**config.mk**
```make
export PLATFORM = sky130hd
export DESIGN_NAME = fetch_unit
export DESIGN_NICKNAME = d
export VERILOG_FILES = /design/src/rtl/fetch_unit_pkg.sv /design/src/rtl/fetch_ring.sv /design/src/rtl/fetch_unit.sv
export SDC_FILE = /design/constraint.sdc
export NUM_CORES = 1
export LEC_CHECK = 0
export BUFFER_PORTS_ARGS = -buffer_cell sky130_fd_sc_hd__buf_4
export CAP_MARGIN = 25
export CORE_MARGIN = 2
export CORE_UTILIZATION = 57
export DETAILED_ROUTE_END_ITERATION = 6
export PLACE_DENSITY = 0.84
export RECOVER_POWER = 25
export SYNTH_ARGS = -nofsm -noshare
export SYNTH_HDL_FRONTEND = slang
export SYNTH_SLANG_ARGS = --single-unit
```
**constraint.sdc**
```tcl
create_clock -name clk_i -period 4.25 [get_ports clk_i]
set_input_delay 0.425 -clock clk_i [delete_from_list [all_inputs] [get_ports clk_i]]
set_output_delay 0.425 -clock clk_i [all_outputs]
set_load 0.01 [all_outputs]
```
**src/rtl/fetch_unit_pkg.sv**
```systemverilog
// Shared types and constants for the instruction fetch stage.
package fetch_unit_pkg;

  localparam int XLEN = 32;
  localparam int ILEN = 32;
  localparam logic [XLEN-1:0] BOOT_PC = '0;
  localparam int FETCH_DEPTH = 4;

  typedef struct packed {
    logic [XLEN-1:0] pc;
    logic [ILEN-1:0] instr;
    logic            except;
  } fetch_slot_t;

endpackage

```
**src/rtl/fetch_ring.sv**
```systemverilog
// In-order ring pairing each reserved PC with its returning instruction.
// Three wrap-bit pointers: tail (reserve), fill (response), head (output).
module fetch_ring
  import fetch_unit_pkg::*;
#(
  parameter int DEPTH = FETCH_DEPTH,
  localparam int PW = $clog2(DEPTH) + 1
) (
  input  logic             clk,
  input  logic             rst,
  input  logic             reserve,
  input  logic [XLEN-1:0]  reserve_pc,
  input  logic             fill_en,
  input  logic [ILEN-1:0]  fill_instr,
  input  logic             fill_except,
  input  logic             pop,
  input  logic             flush,
  output logic [PW-1:0]    used,
  output logic [PW-1:0]    pending,
  output logic             nonempty,
  output fetch_slot_t      head_slot
);

  localparam logic [PW-1:0] ONE = PW'(1);

  logic [PW-1:0]   tail, fill, head;
  logic [XLEN-1:0] pc_mem     [DEPTH];
  logic [ILEN-1:0] instr_mem  [DEPTH];
  logic            except_mem [DEPTH];

  always_ff @(posedge clk or posedge rst) begin
    if (rst) begin
      tail <= '0;
      fill <= '0;
      head <= '0;
    end else begin
      if (flush) begin
        head <= tail;
        fill <= tail;
      end else begin
        if (fill_en) fill <= fill + ONE;
        if (pop)     head <= head + ONE;
      end
      if (reserve) tail <= tail + ONE;
    end
  end

  // Slot payload is not reset; the output mux hides it while the ring is empty.
  always_ff @(posedge clk) begin
    if (reserve) pc_mem[tail[PW-2:0]] <= reserve_pc;
    if (fill_en) begin
      instr_mem[fill[PW-2:0]]  <= fill_instr;
      except_mem[fill[PW-2:0]] <= fill_except;
    end
  end

  assign used     = tail - head;
  assign pending  = tail - fill;
  assign nonempty = (fill != head);

  always_comb begin
    head_slot = '0;
    if (nonempty) begin
      head_slot.pc     = pc_mem[head[PW-2:0]];
      head_slot.instr  = instr_mem[head[PW-2:0]];
      head_slot.except = except_mem[head[PW-2:0]];
    end
  end

endmodule

```
**src/rtl/fetch_unit.sv**
```systemverilog
// Instruction fetch stage: issues one request per PC, buffers responses in
// order, presents them to decode and drops responses owed to a flushed stream.
module fetch_unit
  import fetch_unit_pkg::*;
#(
  parameter int DEPTH = FETCH_DEPTH
) (
  input  logic            clk_i,
  input  logic            rst_i,
  input  logic [XLEN-1:0] pc_i,
  output logic            fetch_ready_o,
  input  logic            flush_i,
  output logic            mem_req_valid_o,
  input  logic            mem_req_ready_i,
  output logic [XLEN-1:0] mem_req_addr_o,
  input  logic            mem_rsp_valid_i,
  input  logic [ILEN-1:0] mem_rsp_instr_i,
  input  logic            mem_rsp_except_i,
  output logic            instr_valid_o,
  input  logic            instr_ready_i,
  output logic [XLEN-1:0] instr_pc_o,
  output logic [ILEN-1:0] instr_o,
  output logic            instr_except_o
);

  localparam int PW = $clog2(DEPTH) + 1;

  logic [PW-1:0] used, pending, drop_cnt, drop_next;
  logic [PW:0]   occ;
  logic          nonempty, accept, fill_en, pop;
  fetch_slot_t   head_slot;

  // Stale responses still owed count against capacity like live slots.
  assign occ             = {1'b0, used} + {1'b0, drop_cnt};
  assign mem_req_valid_o = !flush_i && (occ < (PW+1)'(DEPTH));
  assign mem_req_addr_o  = pc_i;
  assign accept          = mem_req_valid_o && mem_req_ready_i;
  assign fetch_ready_o   = accept || flush_i;

  assign fill_en       = mem_rsp_valid_i && !flush_i && (drop_cnt == '0);
  assign instr_valid_o = nonempty && !flush_i;
  assign pop           = instr_valid_o && instr_ready_i;

  assign instr_pc_o     = head_slot.pc;
  assign instr_o        = head_slot.instr;
  assign instr_except_o = head_slot.except;

  // A response seen during a flush settles one owed response, whether it was
  // already a drop credit or one of the slots being abandoned now.
  always_comb begin
    drop_next = drop_cnt;
    if (flush_i)
      drop_next = drop_cnt + pending - PW'(mem_rsp_valid_i);
    else if (mem_rsp_valid_i && (drop_cnt != '0))
      drop_next = drop_cnt - PW'(1);
  end

  always_ff @(posedge clk_i or posedge rst_i) begin
    if (rst_i) drop_cnt <= '0;
    else       drop_cnt <= drop_next;
  end

  fetch_ring #(.DEPTH(DEPTH)) u_ring (
    .clk        (clk_i),
    .rst        (rst_i),
    .reserve    (accept),
    .reserve_pc (pc_i),
    .fill_en    (fill_en),
    .fill_instr (mem_rsp_instr_i),
    .fill_except(mem_rsp_except_i),
    .pop        (pop),
    .flush      (flush_i),
    .used       (used),
    .pending    (pending),
    .nonempty   (nonempty),
    .head_slot  (head_slot)
  );

endmodule

```
* After elaboration in Yosys (flattened, before gate mapping)
Memory sizes are Yosys's and may differ from the RTL's.
Cells that the tools add are included.
** Storage, ports and cells
- Register bits after elaboration :: 12
- RAM bits :: 260
- Output and inout bits :: 100
- Word-level logic and storage cells :: 43
- Memories kept :: 3
** Memories
- u_ring.instr_mem :: words 4, width 32, rd ports 1, clocked after memory_dff 0, wr ports 1, line fetch_ring.sv:28 : logic [ILEN-1:0] instr_mem [DEPTH];
- u_ring.pc_mem :: words 4, width 32, rd ports 1, clocked after memory_dff 0, wr ports 1, line fetch_ring.sv:27 : logic [XLEN-1:0] pc_mem [DEPTH];
- u_ring.except_mem :: words 4, width 1, rd ports 1, clocked after memory_dff 0, wr ports 1, line fetch_ring.sv:29 : logic except_mem [DEPTH];
** Cells by class
- Add/subtract/negate cells :: 9
- Magnitude comparators :: 1
- Eq/ne operators :: 1
- Multiplexer cells :: 11
- Reductions and logical operators :: 14
** Operator list (number)
- $mux 65 :: 1
- $mux 3 :: 6
- $add 3x1->3 const B :: 3
- $logic_and 1x1->1 :: 7
- $reduce_bool 2->1 :: 3
- $sub 3x3->3 :: 2
- $add 3x3->4 :: 1
- $lt 4x3->1 const B :: 1
- $mux 1 :: 4
- $add 3x3->3 :: 1
- $logic_not 3->1 :: 1
- $ne 3x3->1 :: 1
- $reduce_bool 3->1 :: 1
- $sub 3x1->3 :: 1
- $sub 3x1->3 const B :: 1
- $logic_not 1->1 :: 1
- $logic_or 1x1->1 :: 1

* Longest topological paths before layout
Gate-level depths: netlist of run 1.
- Word-level depth :: 7
- Gate-level depth with buffers :: 12
- Depth with buffers taken out :: 11

* By module
From an unflattened synthesis of run 1, not the netlist that was laid out.
** Second synthesis, totals
- Cell total of the unflattened synthesis :: 566
- Area total of the unflattened synthesis :: 11443.5 sq um
** By module, submodules not included
- fetch_ring :: times used 1, cells an instance 494, area each 10820.4 sq um
- fetch_unit :: times used 1, cells an instance 72, area each 623.1 sq um

* Worst setup path after synthesis of run 1
OpenSTA, ideal clock, no wires.
- Kind :: reg-to-reg
- Start point :: register u_ring.head[1]
- End point :: memory u_ring.pc_mem[3][0], enable pin
- Arrival time :: 3.235 ns
- Slack :: 0.621 ns
- Stages on the path, launching flop included :: 12
- Period minus slack after synthesis :: 3.629 ns
- Path through :: dfrtp_1 buf_2 buf_2 buf_2 inv_1 fa_1 xor2_1 xnor2_1 ha_1 nor4_1 o21a_2 and3_1
** Between the ends
- Word-level cells in the longest chain between the ends :: 7
** RTL lines
- from (decl) :: line fetch_ring.sv:26 : logic [PW-1:0] tail, fill, head;
- from (signal assigned) :: line fetch_ring.sv:38 : head <= tail;
- from (signal assigned) :: line fetch_ring.sv:42 : if (pop) head <= head + ONE;
- $sub 3x3->3 :: line fetch_ring.sv:57 : assign used = tail - head;
- $add 3x3->4 :: line fetch_unit.sv:34 : assign occ = {1'b0, used} + {1'b0, drop_cnt};
- $lt 4x3->1 :: line fetch_unit.sv:35 : assign mem_req_valid_o = !flush_i && (occ < (PW+1)'(DEPTH));
- $logic_and 1x1->1 :: line fetch_unit.sv:35
- named net mem_req_valid_o :: line fetch_unit.sv:13 : output logic mem_req_valid_o,
- $logic_and 1x1->1 :: line fetch_unit.sv:37 : assign accept = mem_req_valid_o && mem_req_ready_i;
- $mux 1 :: line fetch_ring.sv:50 : if (reserve) pc_mem[tail[PW-2:0]] <= reserve_pc;
- $mux 1 (not written as such) :: line fetch_ring.sv:50
- to (decl) :: line fetch_ring.sv:27
The timed path passes the listed nets, and every way through them passes these cells.

* Final worst setup path of run 1
- Start point :: register u_ring.head[0]
- End point :: output port fetch_ready_o
** Between the ends
- Word-level cells in the longest chain between the ends :: 6
** RTL lines
- $sub 3x3->3 :: line fetch_ring.sv:57
- $add 3x3->4 :: line fetch_unit.sv:34
- $lt 4x3->1 :: line fetch_unit.sv:35
- $logic_and 1x1->1 :: line fetch_unit.sv:35
- $logic_and 1x1->1 :: line fetch_unit.sv:37
- $logic_or 1x1->1 :: line fetch_unit.sv:38 : assign fetch_ready_o = accept || flush_i;
- to (decl) :: line fetch_unit.sv:11 : output logic fetch_ready_o,
Every way passes these cells.

==> flow_metrics.tcl, run 1 <==
set metrics [dict create \
    status "complete, no violations" \
    wl_met1_um 8320 \
    period_needed_ns 3.56 \
    rows 51 \
    synth_fp_nets 644 \
    grt_pass1_wl_um 31600 \
    fin_crit_sh_pct 83.8 \
    clock_skew_ns 0.00977 \
    ir_drop_mv 0.398 \
    hold_end "u_ring.instr_mem[2][7]" \
    synth_top_area_share_pct 70.2 \
    gp_congestion 0.801 \
    finalHoldViolCount 0 \
    fillers 1293 \
    rsz0062_at_grt "false" \
    cp_max_fo 14 \
    max_slew_margin_pct 34.2 \
    dr.pass1.iters 4 \
    end_kind "output port" \
    dr_wl_met2_um 10100 \
    wl_met3_um 1700 \
    detailedPlace.worstSlack_ns 0.749 \
    fin_nets 797 \
    htreeDepth 1 \
    critPathLaunchType "flip-flop" \
    root_buffer "clkbuf_16" \
    worstSkewPairLatency_ns 0.53 \
    die_area_mm2 0.0206 \
    p_per_area_mw_per_mm2 671 \
    coreArea_mm2 0.0193 \
    setup_viol 0 \
    grt_overflow 0 \
    path_clk_slew_ns 0.06 \
    numCtsBuffers 28 \
    port_buffers 170 \
    ant_nets 0 \
    grt_max_degree 69 \
    reg2regPathDepth 9 \
    vias_per_cell 5.57 \
    netlist_area_mm2 0.0111 \
    synth_top_area_cell "edfxtp_1" \
    synth_seq_cells 272 \
    min_from "mem_rsp_instr_i[7]" \
    yosysSeqAreaShare_pct 72.9 \
    hp-class "primary input to flip-flop" \
    setup_ws_ns 0.687 \
    clock_sinks 272 \
    placed_cell_area_mm2 0.0124 \
    ys.flop_type "edfxtp_1" \
    syn_inst 553 \
    p_leak_uw 0.00462 \
    first_global_vias 5962 \
    route.vias.total 5537 \
    grtUsageTotal_pct 20.3 \
    maxSlewViolCount 0 \
    synthArstFlopShare_pct 4.41 \
    drive_gt1_share_pct 34.8 \
    post_synth_num_cell_types 34 \
    worstSetupPathType "flip-flop to output port" \
    hpwlAfterDp_um 12600 \
    r2r_end "u_ring.pc_mem[3][20]" \
    worst_ep_arrival_time_ns 3.14 \
    avgSynthCellArea_um2 20.1 \
    cts_buffer_depth 3 \
    wl_per_cell_um 20.7 \
    initial_core_util_pct 57.7 \
    highest_layer "met4" \
    min_path_cells 1 \
    die-height_um 144 \
    yosysWarnings 0 \
    chipWidth_um 144 \
    ios 171 \
    synth-edff-count 260 \
    fmax_mhz 281 \
    netlist_top_cells_area "edfxtp_1, mux4_2, nor2b_1, dfrtp_1, buf_4" \
    dr.first_iter.drc_count 402 \
    cts_tree "built" \
    required_ns 3.83 \
    worst-r2r-setup-slack_ns 0.76 \
    maxCapViolCount 0 \
    syn2layout_area_growth_pct 18.7 \
    drcViolationCount 0 \
    design_area_mm2 0.0132 \
    antenna_found_initial 1 \
    rr_startpoint "u_ring.head[0]" \
    fin_tns_setup_ns 0 \
    drt-total-wl_um 20500 \
    worst-slew-pin-transition_ns 0.987 \
]
## registers in the layout, indices dropped and copies added, names as in the netlist
name	count
drop_cnt	3
u_ring.except_mem	4
u_ring.pc_mem	128
u_ring.instr_mem	128
u_ring.tail	3
u_ring.head	3
u_ring.fill	3
## layout by cell type, fill, tap and decap left out, types with 3 or more instances in the layout
| cell | Yosys | layout |
|---|---|---|
| buf_4 | 32 | 132 |
| bufinv_16 | 0 | 3 |
| dfrtp_1 | 12 | 10 |
| xor2_1 | 7 | 7 |
| mux4_2 | 65 | 65 |
| inv_1 | 17 | 17 |
| and3_1 | 4 | 3 |
| clkinv_1 | 0 | 4 |
| nor2_1 | 5 | 5 |
| edfxtp_1 | 260 | 260 |
| o21ai_0 | 4 | 4 |
| fa_1 | 5 | 5 |
| ha_1 | 15 | 15 |
| xnor2_1 | 7 | 7 |
| clkbuf_1 | 7 | 49 |
| nand2_1 | 7 | 7 |
| and2_2 | 0 | 3 |
| clkinvlp_4 | 0 | 6 |
| nor2b_1 | 65 | 65 |
| clkbuf_16 | 0 | 28 |
| clkinv_2 | 0 | 5 |
## synthesized netlist by cell type, types with 5 or more instances
master and count:
buf_2 12, edfxtp_1 260, buf_6 5, nor2b_1 65
buf_4 32, clkbuf_1 7, xor2_1 7, inv_1 17
xnor2_1 7, mux4_2 65, nor2_1 5, dfrtp_1 12
nand2_1 7, fa_1 5, ha_1 15
## metrics by stage
stage / total power (uW) / utilization [%] / cells / hold slack [ns]
5_1_grt: 9330 / 68.5 / 993 / 0.0928
3_3_place_gp: 6440 / 64.4 / 939 / 0.472
6_report: 8850 / 68.5 / 994 / 0.104
2_1_floorplan: 5330 / - / 553 / 0.290
4_1_cts: 8980 / 69.4 / 993 / 0.0740
3_5_place_dp: 6560 / 64.5 / 940 / 0.497
## worst max-delay path: stages (launching register included)
cell,delay [ns]
dfrtp_4,0.61
ha_1,0.20
inv_1,0.05
fa_1,0.37
xor2_1,0.21
xnor2_1,0.16
ha_1,0.25
nor4_1,0.22
o21a_2,0.22
nand2_1,0.11
nand2_1,0.10
buf_4,0.12
## how the worst max path moves through the flow
stage / to / slack [ns] / depth (start not counted) / startpoint
2_1_floorplan: u_ring.pc_mem[3][0] / 0.62 / 11 / u_ring.head[1]
3_3_place_gp: u_ring.pc_mem[3][20] / 0.82 / 9 / u_ring.head[0]
3_5_place_dp: u_ring.pc_mem[3][19] / 0.75 / 9 / u_ring.head[0]
4_1_cts: fetch_ready_o / 0.61 / 11 / u_ring.head[0]
5_1_grt: fetch_ready_o / 0.44 / 11 / u_ring.head[0]
6_report: fetch_ready_o / 0.69 / 11 / u_ring.head[0]
## logic make-up (layout without fill, tap and decap cells)
logic type                 Yosys count  count (layout)  share of synthesized area (%)
xor gates and xnor gates            14              14                           1.10
buffers and inverters               74             249                           4.15
DFF                                272             272                           72.9
AOI/OAI and AO/OA                   13              13                          0.732
muxes                               69              69                           13.6
adders and majority gates           20              20                           2.59
and+or+nand+nor                     91              91                           4.94
other                                0               1                              0
## layout make-up
type                       count  area [um2]  area share, %
sequential                   272        8120           61.5
multi-input combinational    207        2560           19.4
timing repair buffer         180        1200           9.10
clock buffer                  32         726           5.50
tap                          265         332           2.51
clock inverter                20         200           1.52
inverter                      17        63.8          0.484
antenna                        1        2.50         0.0190
## where the power goes
group          leakage (uW)  switching (uW)  internal, uW
clock network      0.000436             977          1410
registers           0.00248             136          3190
logic               0.00170            1550          1580
## timing repair
item	4_1_cts	5_1_grt
hold endpoints to repair	12	0
hold buffers	1	0
buffers inserted	0	0
gates resized for setup	0	0
## metal layers
layer	track usage (%)	vias up
met5	0	-
met1	27.5	2824
li1	-	2432
met3	4.03	34
met2	34.3	247
met4	5.47	0
No activity file was read; power rests on OpenSTA's default activity.
==> run 2: changes to the inputs <==
- clock period: 4.25 -> 3.7 ns (I/O delays scaled with it)
==> flow_metrics.tcl, run 2 (synthesis gave the netlist of run 1 again) <==
set metrics [dict create \
    die_area_mm2 0.0206 \
    end_kind "output port" \
    maxCapViolCount 0 \
    gp_congestion 0.829 \
    initial_core_util_pct 57.7 \
    critical-path-top-delay-family "adder cells" \
    chipWidth_um 144 \
    layout.cells.most_common "edfxtp_1" \
    path_clk_slew_ns 0.06 \
    grt_pass1_wl_um 32200 \
    die-height_um 144 \
    dr.first_iter.drc_count 358 \
    cpPeakStageDelay_ns 0.45 \
    setup_viol 0 \
    cts_buffer_depth 3 \
    critical_path.cell_chain "inv_2 -> ha_1 -> inv_1 -> fa_1 -> xor2_1 -> xnor2_1 -> ha_1 -> nor4_1 -> o21a_2 -> nand2_1 -> nand2_1 -> buf_4" \
    fin_crit_sh_pct 93.1 \
    period_needed_ns 3.44 \
    critPathLaunchType "flip-flop" \
    drt-total-wl_um 20900 \
    ios 171 \
    numCtsBuffers 27 \
    cp_max_fo 6 \
    ir_drop_mv 0.540 \
    wl_per_cell_um 21.0 \
    fmax_mhz 290 \
    required_ns 3.33 \
    worstSetupPathType "flip-flop to output port" \
    finalHoldViolCount 0 \
    rows 51 \
    port_buffers 170 \
    maxSlewViolCount 0 \
    rsz0062_at_grt "false" \
    first_global_vias 5858 \
    fin_util_pct 68.2 \
    vias_per_cell 5.58 \
    antenna_found_initial 1 \
    drive_gt1_share_pct 34.6 \
    max_slew_margin_pct 34.8 \
    worstSkewPairLatency_ns 0.51 \
    worst_ep_arrival_time_ns 3.07 \
    crit_buf_inv 3 \
    cts_tree "built" \
    p_per_area_mw_per_mm2 759 \
    status "complete, no violations" \
    grt_max_degree 69 \
    fin_nets 801 \
    root_buffer "clkbuf_16" \
    clock_skew_ns 0.0103 \
    htreeDepth 1 \
    final_cell_mix "edfxtp_1, buf_4, mux4_2, nor2b_1, clkbuf_1" \
    worst-slew-pin-transition_ns 0.978 \
    critPathSlowestCell "dfrtp_1" \
    fin_tns_setup_ns 0 \
    route.vias.total 5556 \
    syn2layout_area_growth_pct 18.2 \
    clock_sinks 272 \
    coreArea_mm2 0.0193 \
    dr.pass1.iters 5 \
    hpwlAfterDp_um 13000 \
    drcViolationCount 0 \
    p_leak_uw 0.00461 \
    grtUsageTotal_pct 20.6 \
    hp-class "primary input to flip-flop" \
    grt_overflow 0 \
    ant_nets 0 \
]
-- run 2: cell count changes in the layout (fill, tap and decap cells not counted), moves of 2 or more --
cell,change
clkinvlp_4,-4
buf_12,+2
buf_4,+6
clkinv_1,+3
-- run 2: layout make-up --
type,count,area (um2)
timing repair buffer,185,1250
clock inverter,16,126
inverter,17,63.8
fill,1271,6130
clock buffer,32,694
multi-input combinational,207,2560
sequential,272,8120
tap,265,332
antenna,1,2.50
-- run 2: worst paths after layout --
| kind | start | to | slack [ns] | cells after the start |
|---|---|---|---|---|
| min in group asynchronous | rst_i | u_ring.tail[0] | 0.46 | 3 |
| max reg2reg | u_ring.tail[0] | u_ring.pc_mem[1][0] | 0.53 | 11 |
| max in group asynchronous | rst_i | u_ring.head[0] | 2.84 | 3 |
| min | mem_rsp_instr_i[28] | u_ring.instr_mem[1][28] | 0.07 | 1 |
| min reg2reg | drop_cnt[2] | drop_cnt[2] | 0.53 | 1 |
| max | u_ring.tail[0] | fetch_ready_o | 0.26 | 12 |
-- run 2: power by group --
| group | internal (uW) | switching (uW) | total [uW] |
|---|---|---|---|
| combinational | 1830 | 1830 | 3670 |
| clock | 1470 | 1050 | 2520 |
| sequential | 3660 | 134 | 3800 |
-- run 2: repair_timing --
item,in CTS,in global routing
hold buffers,1,0
endpoints found under the hold margin,12,0
endpoints found under the setup margin,0,1
resized for setup,0,1
buffers inserted,0,4
-- run 2: worst reg2reg max path, stage by stage (launching register included) --
cell and delay, ns:
dfrtp_1 0.45, inv_2 0.14, ha_1 0.15, inv_1 0.04, fa_1 0.36, xor2_1 0.16
xnor2_1 0.13, ha_1 0.27, nor4_1 0.24, o21a_2 0.24, and3_1 0.18, buf_4 0.42
-- run 2: metrics by stage --
step	total power (uW)	area [um2]	hold WS [ns]	std cells	worst slack (ns)
CTS	10100	13300	0.0415	990	0.147
finish	9980	13100	0.0662	995	0.256
floorplan	6130	11100	0.235	553	0.0712
global placement	7440	12400	0.419	941	0.559
detailed placement	7570	12400	0.461	941	0.443
global route	10500	13100	0.0599	994	0.0258
-- run 2: per-layer routing --
metal / vias to the layer above / wire (um) / global-route usage (%) / share of wire, %
li1: 2438 / - / - / -
met1: 2836 / 8550 / 28.5 / 41
met2: 248 / 10400 / 34.6 / 50
met3: 34 / 1530 / 3.73 / 7.3
met4: 0 / 389 / 4.90 / 1.9
met5: - / 0 / 0 / 0
==> run 3: changes to the inputs <==
- CORE_UTILIZATION: 57 -> 44
- PLACE_DENSITY: 0.84 -> 0.6
==> flow_metrics.tcl, run 3 (synthesis gave the netlist of run 1 again) <==
set metrics [dict create \
    cts_buffer_depth 3 \
    wl_met1_um 9070 \
    hold_slack_ns 0.0579 \
    grtUsageTotal_pct 16.0 \
    dr.pass1.iters 4 \
    root_buffer "clkbuf_16" \
    p_per_area_mw_per_mm2 768 \
    critPathLaunchType "flip-flop" \
    drt-total-wl_um 21100 \
    ir_drop_mv 0.387 \
    regArea_mm2 0.00812 \
    grt_pass1_wl_um 32200 \
    rows 58 \
    cts-resized-gates 0 \
    min_from "mem_rsp_instr_i[10]" \
    drcViolationCount 0 \
    fillers 2048 \
    reg2regPathDepth 11 \
    r2r_end "u_ring.pc_mem[0][9]" \
    antenna_found_initial 0 \
    maxCapViolCount 0 \
    numCtsBuffers 27 \
    grt_overflow 0 \
    wl_per_cell_um 19.9 \
    ant_nets 0 \
    rsz0062_at_grt "false" \
    syn2layout_area_growth_pct 20.1 \
    vias_per_cell 5.07 \
    hp-class "primary input to flip-flop" \
    cp_max_fo 6 \
    rr_startpoint "u_ring.tail[0]" \
    gp_congestion 0.722 \
    worst_ep_arrival_time_ns 3.08 \
    dr.first_iter.drc_count 265 \
    fin_nets 798 \
    required_ns 3.33 \
    ios 171 \
    final_cell_mix "edfxtp_1, buf_4, mux4_2, nor2b_1, clkbuf_1" \
    grt_max_degree 73 \
    drive_gt1_share_pct 34.8 \
    cp-startpoint "u_ring.tail[0]" \
    multi_input_area_mm2 0.00256 \
    hold_end "u_ring.instr_mem[3][10]" \
    coreArea_mm2 0.0250 \
    chipWidth_um 163 \
    fmax_mhz 290 \
    finalHoldViolCount 0 \
    path_clk_slew_ns 0.06 \
    clock_sinks 272 \
    min_path_cells 1 \
    antenna_cells 0 \
    worst-r2r-setup-slack_ns 0.69 \
    max_slew_margin_pct 37.5 \
    initial_core_util_pct 44.5 \
    first_global_vias 5628 \
    fin_tns_setup_ns 0 \
    die-height_um 163 \
    hpwlAfterDp_um 12700 \
    clock_skew_ns 0.0155 \
    highest_layer "met4" \
    end_kind "output port" \
    fin_util_pct 53.5 \
    status "complete, no violations" \
    wl_met3_um 1220 \
    p_leak_uw 0.00465 \
    cts_tree "built" \
    dr_wl_met2_um 10400 \
    port_buffers 170 \
    maxSlewViolCount 0 \
    worstSkewPairLatency_ns 0.53 \
    layout.cells.most_common "edfxtp_1" \
    setup_viol 0 \
    die_area_mm2 0.0266 \
    route.vias.total 5360 \
    worst-slew-pin-transition_ns 0.937 \
    fin_crit_sh_pct 93.3 \
    period_needed_ns 3.45 \
    worstSetupPathType "flip-flop to output port" \
    htreeDepth 1 \
]
## run 3: changes by cell type in the layout (fill, tap and decap cells not counted), moves of 2 or more
| cell | delta |
|---|---|
| and3_1 | -3 |
| and3_2 | +3 |
| buf_12 | +3 |
| buf_4 | -9 |
| bufinv_16 | +3 |
| clkinv_1 | -2 |
| clkinv_4 | +2 |
## run 3: metal layers
metal | vias to the layer above | global-route usage [%]
met4 | 0 | 3.58
met3 | 29 | 3.36
met2 | 158 | 26.9
li1 | 2425 | -
met5 | - | 0
met1 | 2748 | 21.7
## run 3: what timing repair did
action,in CTS,in global routing
endpoints found under the hold margin,12,0
hold buffers,1,0
setup buffers,0,1
endpoints found under the setup margin,0,1
## run 3: stage by stage
step	total power (uW)	cells	worst slack, ns	instance area (um2)
after floorplan	6130	553	0.0712	11100
after global placement	7560	1005	0.706	12600
after detailed placement	7600	1005	0.662	12600
after CTS	10400	1055	0.183	13500
after global routing	10900	1057	0.0115	13300
final	10300	1057	0.247	13300
## run 3: how the worst max path moves through the flow
stage,endpoint,slack [ns]
detailed placement,u_ring.pc_mem[1][14],0.66
CTS,fetch_ready_o,0.18
finish,fetch_ready_o,0.25
global placement,u_ring.pc_mem[3][14],0.71
floorplan,u_ring.pc_mem[3][0],0.07
global route,fetch_ready_o,0.01
## run 3: final cells by class
class	count	share of cell area [%]
Timing Repair Buffer	182	9.64
Clock buffer	32	5.20
Inverter	17	0.478
Multi-Input combinational cell	207	19.2
Clock inverter	17	1.60
Tap cell	330	3.09
Sequential cell	272	60.8
## run 3: worst max-delay path, stage by stage, from the launching register on
cell and delay [ns]:
dfrtp_1 0.42, inv_1 0.18, ha_1 0.17, inv_1 0.05, fa_1 0.37, xor2_1 0.16, xnor2_1 0.18, ha_1 0.26
nor4_1 0.22, o21a_2 0.22, nand2_1 0.11, nand2_1 0.10, buf_4 0.12
## run 3: report_power, final
| group | switching [uW] | internal (uW) | leakage (uW) | total [uW] |
|---|---|---|---|---|
| combinational | 1810 | 1860 | 0.00173 | 3670 |
| clock | 1090 | 1690 | 0.000441 | 2780 |
| sequential | 145 | 3660 | 0.00248 | 3810 |
| total | 3050 | 7210 | 0.00465 | 10300 |
